<file path="src/rtl/cpu_pkg.sv">
// Shared CPU types and widths: instruction/address sizes, decode field sizes,
// and the fetch buffer entry.
package cpu_pkg;

  localparam int unsigned A_WIDTH = 32;
  localparam int unsigned D_WIDTH = 32;
  localparam logic [A_WIDTH-1:0] RESET_PC = 32'h0000_0000;

  localparam int unsigned OPCODE_WIDTH = 7;
  localparam int unsigned FUNCT3_WIDTH = 3;
  localparam int unsigned FUNCT7_WIDTH = 7;
  // major opcode field, opcode[6:2]
  localparam int unsigned OP_WIDTH     = 5;

  typedef struct packed {
    logic [A_WIDTH-1:0] pc;
    logic [D_WIDTH-1:0] instr;
  } fetch_entry_t;

endpackage

</file>
<file path="src/rtl/fetch_fifo.sv">
// Fetch instruction buffer: synchronous FIFO of {pc, instr} entries with
// flush (priority over push) and an occupancy count.
module fetch_fifo import cpu_pkg::*; #(
  parameter int unsigned DEPTH = 4
) (
  input  logic                   clk,
  input  logic                   rst,
  input  logic                   push,
  input  logic                   pop,
  input  logic                   flush,
  input  fetch_entry_t           din,
  output fetch_entry_t           head,
  output logic                   valid,
  output logic [$clog2(DEPTH):0] count
);

  localparam int unsigned PW = $clog2(DEPTH);
  localparam int unsigned CW = PW + 1;

  fetch_entry_t   mem [DEPTH];
  logic [PW-1:0]  wr_ptr;
  logic [PW-1:0]  rd_ptr;
  logic           do_pop;

  assign valid  = (count != '0);
  assign do_pop = pop && valid;
  assign head   = mem[rd_ptr];

  always_ff @(posedge clk or posedge rst) begin
    if (rst) begin
      for (int unsigned i = 0; i < DEPTH; i++) mem[i] <= '0;
      wr_ptr <= '0;
      rd_ptr <= '0;
      count  <= '0;
    end else if (flush) begin
      wr_ptr <= '0;
      rd_ptr <= '0;
      count  <= '0;
    end else begin
      if (push) begin
        mem[wr_ptr] <= din;
        wr_ptr      <= wr_ptr + PW'(1);
      end
      if (do_pop) rd_ptr <= rd_ptr + PW'(1);
      count <= count + CW'(push) - CW'(do_pop);
    end
  end

  a_no_overflow: assert property (@(posedge clk) disable iff (rst)
    !(push && !flush && !do_pop && count == CW'(DEPTH)));

endmodule

</file>
<file path="src/rtl/fetch_unit.sv">
// Instruction fetch stage: credit-limited word requests to imem, in-order
// response buffering with PCs, and redirect flush with stale-response discard.
module fetch_unit #(
  parameter int unsigned        A_WIDTH    = cpu_pkg::A_WIDTH,
  parameter int unsigned        D_WIDTH    = cpu_pkg::D_WIDTH,
  parameter int unsigned        FIFO_DEPTH = 4,
  parameter logic [A_WIDTH-1:0] RESET_PC   = cpu_pkg::RESET_PC
) (
  input  logic               clk,
  input  logic               rst,
  output logic               imem_req_valid,
  input  logic               imem_req_ready,
  output logic [A_WIDTH-1:0] imem_req_addr,
  input  logic               imem_rsp_valid,
  input  logic [D_WIDTH-1:0] imem_rsp_data,
  output logic               isu_valid,
  input  logic               isu_ready,
  output logic [D_WIDTH-1:0] isu_data,
  output logic [A_WIDTH-1:0] isu_pc,
  input  logic               redirect_valid,
  input  logic [A_WIDTH-1:0] redirect_pc
);

  import cpu_pkg::fetch_entry_t;

  localparam int unsigned CW = $clog2(FIFO_DEPTH) + 1;
  localparam int unsigned SW = CW + 2;

  logic [A_WIDTH-1:0] fetch_pc;
  logic [A_WIDTH-1:0] rsp_pc;
  logic [A_WIDTH-1:0] target_pc;
  logic [CW-1:0]      occupancy;
  logic [CW-1:0]      live_cnt;
  logic [CW-1:0]      discard_cnt;
  logic [SW-1:0]      in_use;
  logic               req_fire;
  logic               rsp_drop;
  logic               rsp_live;
  logic               push;
  logic               pop;
  fetch_entry_t       push_entry;
  fetch_entry_t       head;

  assign target_pc = {redirect_pc[A_WIDTH-1:2], 2'b00};

  // Buffered, live and to-be-discarded slots all hold a credit, so a push
  // can never find the buffer full.
  assign in_use         = SW'(occupancy) + SW'(live_cnt) + SW'(discard_cnt);
  assign imem_req_valid = !rst && !redirect_valid && (in_use < SW'(FIFO_DEPTH));
  assign imem_req_addr  = fetch_pc;
  assign req_fire       = imem_req_valid && imem_req_ready;

  assign rsp_drop   = imem_rsp_valid && (discard_cnt != '0);
  assign rsp_live   = imem_rsp_valid && (discard_cnt == '0) && (live_cnt != '0);
  assign push       = rsp_live && !redirect_valid;
  assign pop        = isu_valid && isu_ready;
  assign push_entry = '{pc: rsp_pc, instr: imem_rsp_data};

  assign isu_data = head.instr;
  assign isu_pc   = head.pc;

  always_ff @(posedge clk or posedge rst) begin
    if (rst) begin
      fetch_pc    <= RESET_PC;
      rsp_pc      <= RESET_PC;
      live_cnt    <= '0;
      discard_cnt <= '0;
    end else if (redirect_valid) begin
      // every live request becomes a discard, minus the one returning now
      fetch_pc    <= target_pc;
      rsp_pc      <= target_pc;
      live_cnt    <= '0;
      discard_cnt <= discard_cnt + live_cnt - CW'(rsp_drop || rsp_live);
    end else begin
      if (req_fire) fetch_pc <= fetch_pc + A_WIDTH'(4);
      if (rsp_live) rsp_pc   <= rsp_pc + A_WIDTH'(4);
      live_cnt    <= live_cnt + CW'(req_fire) - CW'(rsp_live);
      discard_cnt <= discard_cnt - CW'(rsp_drop);
    end
  end

  fetch_fifo #(.DEPTH(FIFO_DEPTH)) u_fifo (
    .clk   (clk),
    .rst   (rst),
    .push  (push),
    .pop   (pop),
    .flush (redirect_valid),
    .din   (push_entry),
    .head  (head),
    .valid (isu_valid),
    .count (occupancy)
  );

  a_rsp_expected: assert property (@(posedge clk) disable iff (rst)
    !(imem_rsp_valid && discard_cnt == '0 && live_cnt == '0));

endmodule

</file>
<file path="config.mk">
export PLATFORM = sky130hd
export DESIGN_NAME = fetch_unit
export DESIGN_NICKNAME = d
export VERILOG_FILES = /design/src/rtl/cpu_pkg.sv /design/src/rtl/fetch_fifo.sv /design/src/rtl/fetch_unit.sv
export SDC_FILE = /design/constraint.sdc
export NUM_CORES = 1
export LEC_CHECK = 0
export BUFFER_PORTS_ARGS = -buffer_cell sky130_fd_sc_hd__buf_4
export CAP_MARGIN = 5
export CORE_MARGIN = 5
export CORE_UTILIZATION = 50
export DETAILED_ROUTE_END_ITERATION = 16
export GPL_ROUTABILITY_DRIVEN = 0
export PLACE_DENSITY = 0.7
export SYNTH_ARGS = -nofsm -noshare
export SYNTH_HDL_FRONTEND = slang
export SYNTH_SLANG_ARGS = --single-unit
</file>
<file path="constraint.sdc">
create_clock -name clk -period 12.8 [get_ports clk]
set_input_delay 1.28 -clock clk [delete_from_list [all_inputs] [get_ports clk]]
set_output_delay 1.28 -clock clk [all_outputs]
set_load 0.05 [all_outputs]
</file>
==> results <==
- The library cell used most frequently in the layout, excluding fill and tap cells, is sky130_fd_sc_hd__dfrtp_1.
- Data on the critical path arrives at its endpoint at 3150 ps.
- Counting flops with an async set or reset pin after synthesis yields a share of 100.0%.
- Traced cell by cell, the critical path runs through inv_1, fa_1, nor2_1, fa_1, nor2b_1, nor2_1, or3_1, nor3_1, buf_4.
- Detailed placement finished with a half-perimeter wire length of 21.36 mm.
- The largest fanout of any net on the critical path is 6.
- The kind of end point of the critical path is an output port.
- The number of I/O pins is 168.
- The DRC violation count after routing is 0.
- In the final timing run, aggregate negative setup slack is 0 ps.
- From left edge to right edge, the die measures 184.3 um.
- Summing all flip-flop and latch instances after layout gives 0.008038 mm^2.
- The detailed-router iteration count before antenna repair is 5.
- Setup violations remaining at the end of the flow were counted as 0.
- The synthesized design devotes to its leading area cell type 52.90% of total area.
- The critical path's slowest cell is sky130_fd_sc_hd__fa_1.
- After clock tree synthesis, the clock-pin slew on the worst setup and hold paths is 60 ps.
- The post-cts resize count is 0.
- In the layout the commonest cells are sky130_fd_sc_hd__dfrtp_1 (319), sky130_fd_sc_hd__mux2_2 (251), sky130_fd_sc_hd__buf_4 (169), sky130_fd_sc_hd__mux4_2 (62), sky130_fd_sc_hd__nand2_1 (52).
- Measured against its own limit, the worst slew margin works out to 26.40%.
- The detailed router finished its first iteration with 444 violations.
- The vertical die dimension is 184.3 um.
- The count of final max-slew check failures is 0.
- The TritonCTS clock tree is built.
- The overall fraction of global-route tracks in use is 20.32%.
- The post-route antenna net violation count is 0.
- Together, buffers and inverters on the worst path number 2.
- The number of distinct library cell variants in the gate-level netlist after synthesis is 61.
- IR analysis of the VDD net gives a maximum drop of 80.60 uV.
- Setup repair after global routing left no endpoint under its margin.
- The core occupancy in the finished layout is 59.93%.
- The detailed-route via count is 9589.
- Clock tree synthesis inserted a total of 36 buffers.
- The mapped netlist covers 0.01518 mm^2.
- In the post-route analysis, the smallest setup slack over all paths is 8367 ps.
- The global routing stage identified its most utilized layer as met2.
- The final hold violation count is 0.
- The average wire per cell in the routed design is 20.54 um.
- The share of post-route cells with drive strength above 1 is 45.06%.
- The actual slew at the worst max-slew pin is 1095 ps.
- The total global routing overflow is 0.
- The number of antenna violations at the first check in global routing is 0.
- The number of buffers added for setup after CTS is 0.
- The synthesized design spends more area on one cell type than any other, namely sky130_fd_sc_hd__dfrtp_1.
- Entering global routing, the biggest net connects 95 pins.
- The critical path startpoint category is a flop.
- The worst hold-check path type is flop to flop.
- The kind of cell adding the most delay to the critical path is adder cells.
- Timing would allow up to 0.2256 GHz.
- After Yosys synthesis, XOR and XNOR cells account for 2.307% of the synthesized area.
- After Yosys synthesis, and, or, nand and nor cells account for 6.930% of the synthesized area.
- The post-detailed-routing wire length is 33.80 mm.
- Input and output buffers added on the ports amount to 161.
- The clock root buffer is sky130_fd_sc_hd__clkbuf_16.
- The power per cell area is 185.7 mW/mm^2.
- The finished layout holds 1646 standard cells, fillers aside.
- The first-pass GRT wire length is 55.81 mm.
- Counting flops with a built-in enable in the synthesized netlist gives 0.
- The via count of the first global-routing pass is 10220.
- The worst path in the final design needs a cycle of 4433 ps, including I/O delays and setup.
- After synthesis, flip-flops and latches occupy 52.90% of the total area.
- The filler cell count is 2372.
- Counting flops and latches in the post-synthesis netlist gives 321.
- The flow ran to the end, and the final reports show no timing, DRC or antenna violations.
- Summed over all cells, the static leakage comes to 8.640 nW.
- Summing all multi-input logic gate instances after layout gives 0.006706 mm^2.
- The tree built by TritonCTS fans out to 321 sinks.
- The average via count per standard cell is 5.826.
- By area, the combinational part of the netlist is dominated by multiplexers.
- The dominant synthesized flop cell is sky130_fd_sc_hd__dfrtp_1.
- Across all hold checks on the routed design, the worst slack comes to 488.1 ps.
- The region available for standard cell placement spans 0.02980 mm^2.
- Between clock sinks in the finished design, the worst skew comes to 20.08 ps.
- The cell count after synthesis came out at 1100.
- The number of violations of the max-capacitance limit is 0.
- The area of the die is 0.03395 mm^2.
- Clock latency on the worst-skew pair, taken at its later pin, is 510 ps.
- The hold buffer count at CTS is 0.
- The post-synthesis mux area share is 28.16%.
- The synthesized-area fraction occupied by ao, oa, aoi and oai cells is 4.186%.
- Timing analysis after detailed placement gives a worst setup slack of 8333 ps.
- At the worst endpoint, the required time is 11520 ps.
- The largest incremental delay on the critical path is 560 ps.
- The worst path uses 34.63% of the clock period.
- The count of synthesis-stage warnings from yosys is 0.
- The final antenna diode count is 0.
- The total number of H-tree levels is 2.
- The adder-cell share of the synthesized area is 2.274%.
- By startpoint and endpoint, the worst setup path is classified as flop to output port.
- Row generation in the floorplan step produced 63 rows.
- The met1 usage is 29.67%.
- For this configuration, the core starts out at a cell density of 50.96%.
- The final layout contains 1325 nets.
- Relative to the synthesized area, the layout overhead comes to 17.59%.
- The global-route met3 utilization is 3.375%.
- By area the synthesized netlist is led by sky130_fd_sc_hd__dfrtp_1 (53%), sky130_fd_sc_hd__mux2_2 (19%), sky130_fd_sc_hd__mux4_2 (9.2%).
- Averaged over all synthesized cells, the footprint is 13.80 um^2.
- The met2 routing resource usage after global routing is 32.61%.
- The number of placed instances with taps included is 1583.
- The maximum clock insertion buffer count is 3.
==> logic make-up (layout without fill, tap and decap cells) <==
logic type	after synthesis	in the layout
other	1	4
AOI/OAI and AO/OA	93	93
xor gates and xnor gates	40	40
adders and majority gates	24	24
muxes	318	318
and+or+nand+nor	195	195
DFF	321	321
buffers and inverters	108	261
==> synthesized netlist by cell type (5+ instances only) <==
cell type / instances
sky130_fd_sc_hd__xor2_1: 22
sky130_fd_sc_hd__o21ai_0: 37
sky130_fd_sc_hd__mux2_2: 251
sky130_fd_sc_hd__o211ai_1: 6
sky130_fd_sc_hd__a221o_1: 5
sky130_fd_sc_hd__a21o_1: 7
sky130_fd_sc_hd__mux4_2: 62
sky130_fd_sc_hd__or3_1: 6
sky130_fd_sc_hd__buf_1: 8
sky130_fd_sc_hd__nand4_1: 20
sky130_fd_sc_hd__nor2_1: 20
sky130_fd_sc_hd__xnor2_1: 18
sky130_fd_sc_hd__or4_1: 5
sky130_fd_sc_hd__inv_1: 28
sky130_fd_sc_hd__fa_1: 6
sky130_fd_sc_hd__nand2_1: 55
sky130_fd_sc_hd__and2_1: 7
sky130_fd_sc_hd__and3_1: 12
sky130_fd_sc_hd__clkbuf_1: 32
sky130_fd_sc_hd__a21oi_1: 5
sky130_fd_sc_hd__nand3_1: 29
sky130_fd_sc_hd__nor3_1: 14
sky130_fd_sc_hd__buf_4: 11
sky130_fd_sc_hd__dfrtp_1: 321
sky130_fd_sc_hd__ha_1: 18
sky130_fd_sc_hd__buf_2: 27
sky130_fd_sc_hd__o311ai_0: 6
==> metrics by stage <==
step | power (W) | area, um^2
global placement | 0.002256 | 16620
floorplan | 0.001988 | 15200
global route | 0.003484 | 17860
CTS | 0.003359 | 17860
finish | 0.003316 | 17860
detailed placement | 0.002275 | 16620
==> metal layers <==
| layer | up-vias | part of all wire, % | wire [um] |
|---|---|---|---|
| li1 | 4306 | - | - |
| met1 | 4948 | 45 | 15280 |
| met2 | 287 | 47 | 16000 |
| met3 | 48 | 5.8 | 1955 |
| met4 | 0 | 1.7 | 565 |
| met5 | - | 0 | 0 |
==> path summary, 6_finish.rpt <==
path | endpoint | slack, ps | cells after the start | startpoint
max in group asynchronous | u_fifo.rd_ptr[0]$_DFFE_PP0P_ | 10360 | 3 | rst
worst min-delay path | u_fifo.mem[220]$_DFFE_PP0P_ | 490 | 1 | u_fifo.mem[220]$_DFFE_PP0P_
worst max register to register | live_cnt[2]$_DFF_PP0_ | 8370 | 15 | live_cnt[1]$_DFF_PP0_
min in group asynchronous | imem_req_addr[7]$_DFFE_PP0N_ | 890 | 2 | rst
worst min register to register | u_fifo.mem[220]$_DFFE_PP0P_ | 490 | 1 | u_fifo.mem[220]$_DFFE_PP0P_
worst max-delay path | imem_req_valid | 8370 | 9 | live_cnt[1]$_DFF_PP0_
==> registers in the layout, indices dropped and copies added, names as in the netlist <==
name / cells
discard_cnt: 3
imem_req_addr: 30
live_cnt: 3
rsp_pc: 30
u_fifo.count: 3
u_fifo.mem: 248
u_fifo.rd_ptr: 2
u_fifo.wr_ptr: 2
==> area by class of cell <==
| type | count | share of cell area [%] |
|---|---|---|
| sequential | 321 | 45.01 |
| multi-input combinational | 674 | 37.56 |
| timing repair buffer | 169 | 7.105 |
| clock buffer | 51 | 5.872 |
| tap | 390 | 2.733 |
| clock inverter | 12 | 1.065 |
| inverter | 29 | 0.6517 |
==> power breakdown <==
group | internal (W) | total [W] | leakage (nW) | switching (W)
sequential | 0.00113 | 0.00125 | 4.35 | 0.000119
clock | 0.000670 | 0.00107 | 0.605 | 0.000398
combinational | 0.000393 | 0.000997 | 3.69 | 0.000604
total | 0.00219 | 0.00332 | 8.64 | 0.00112
Note: power is estimated with default switching activity, not from simulation.
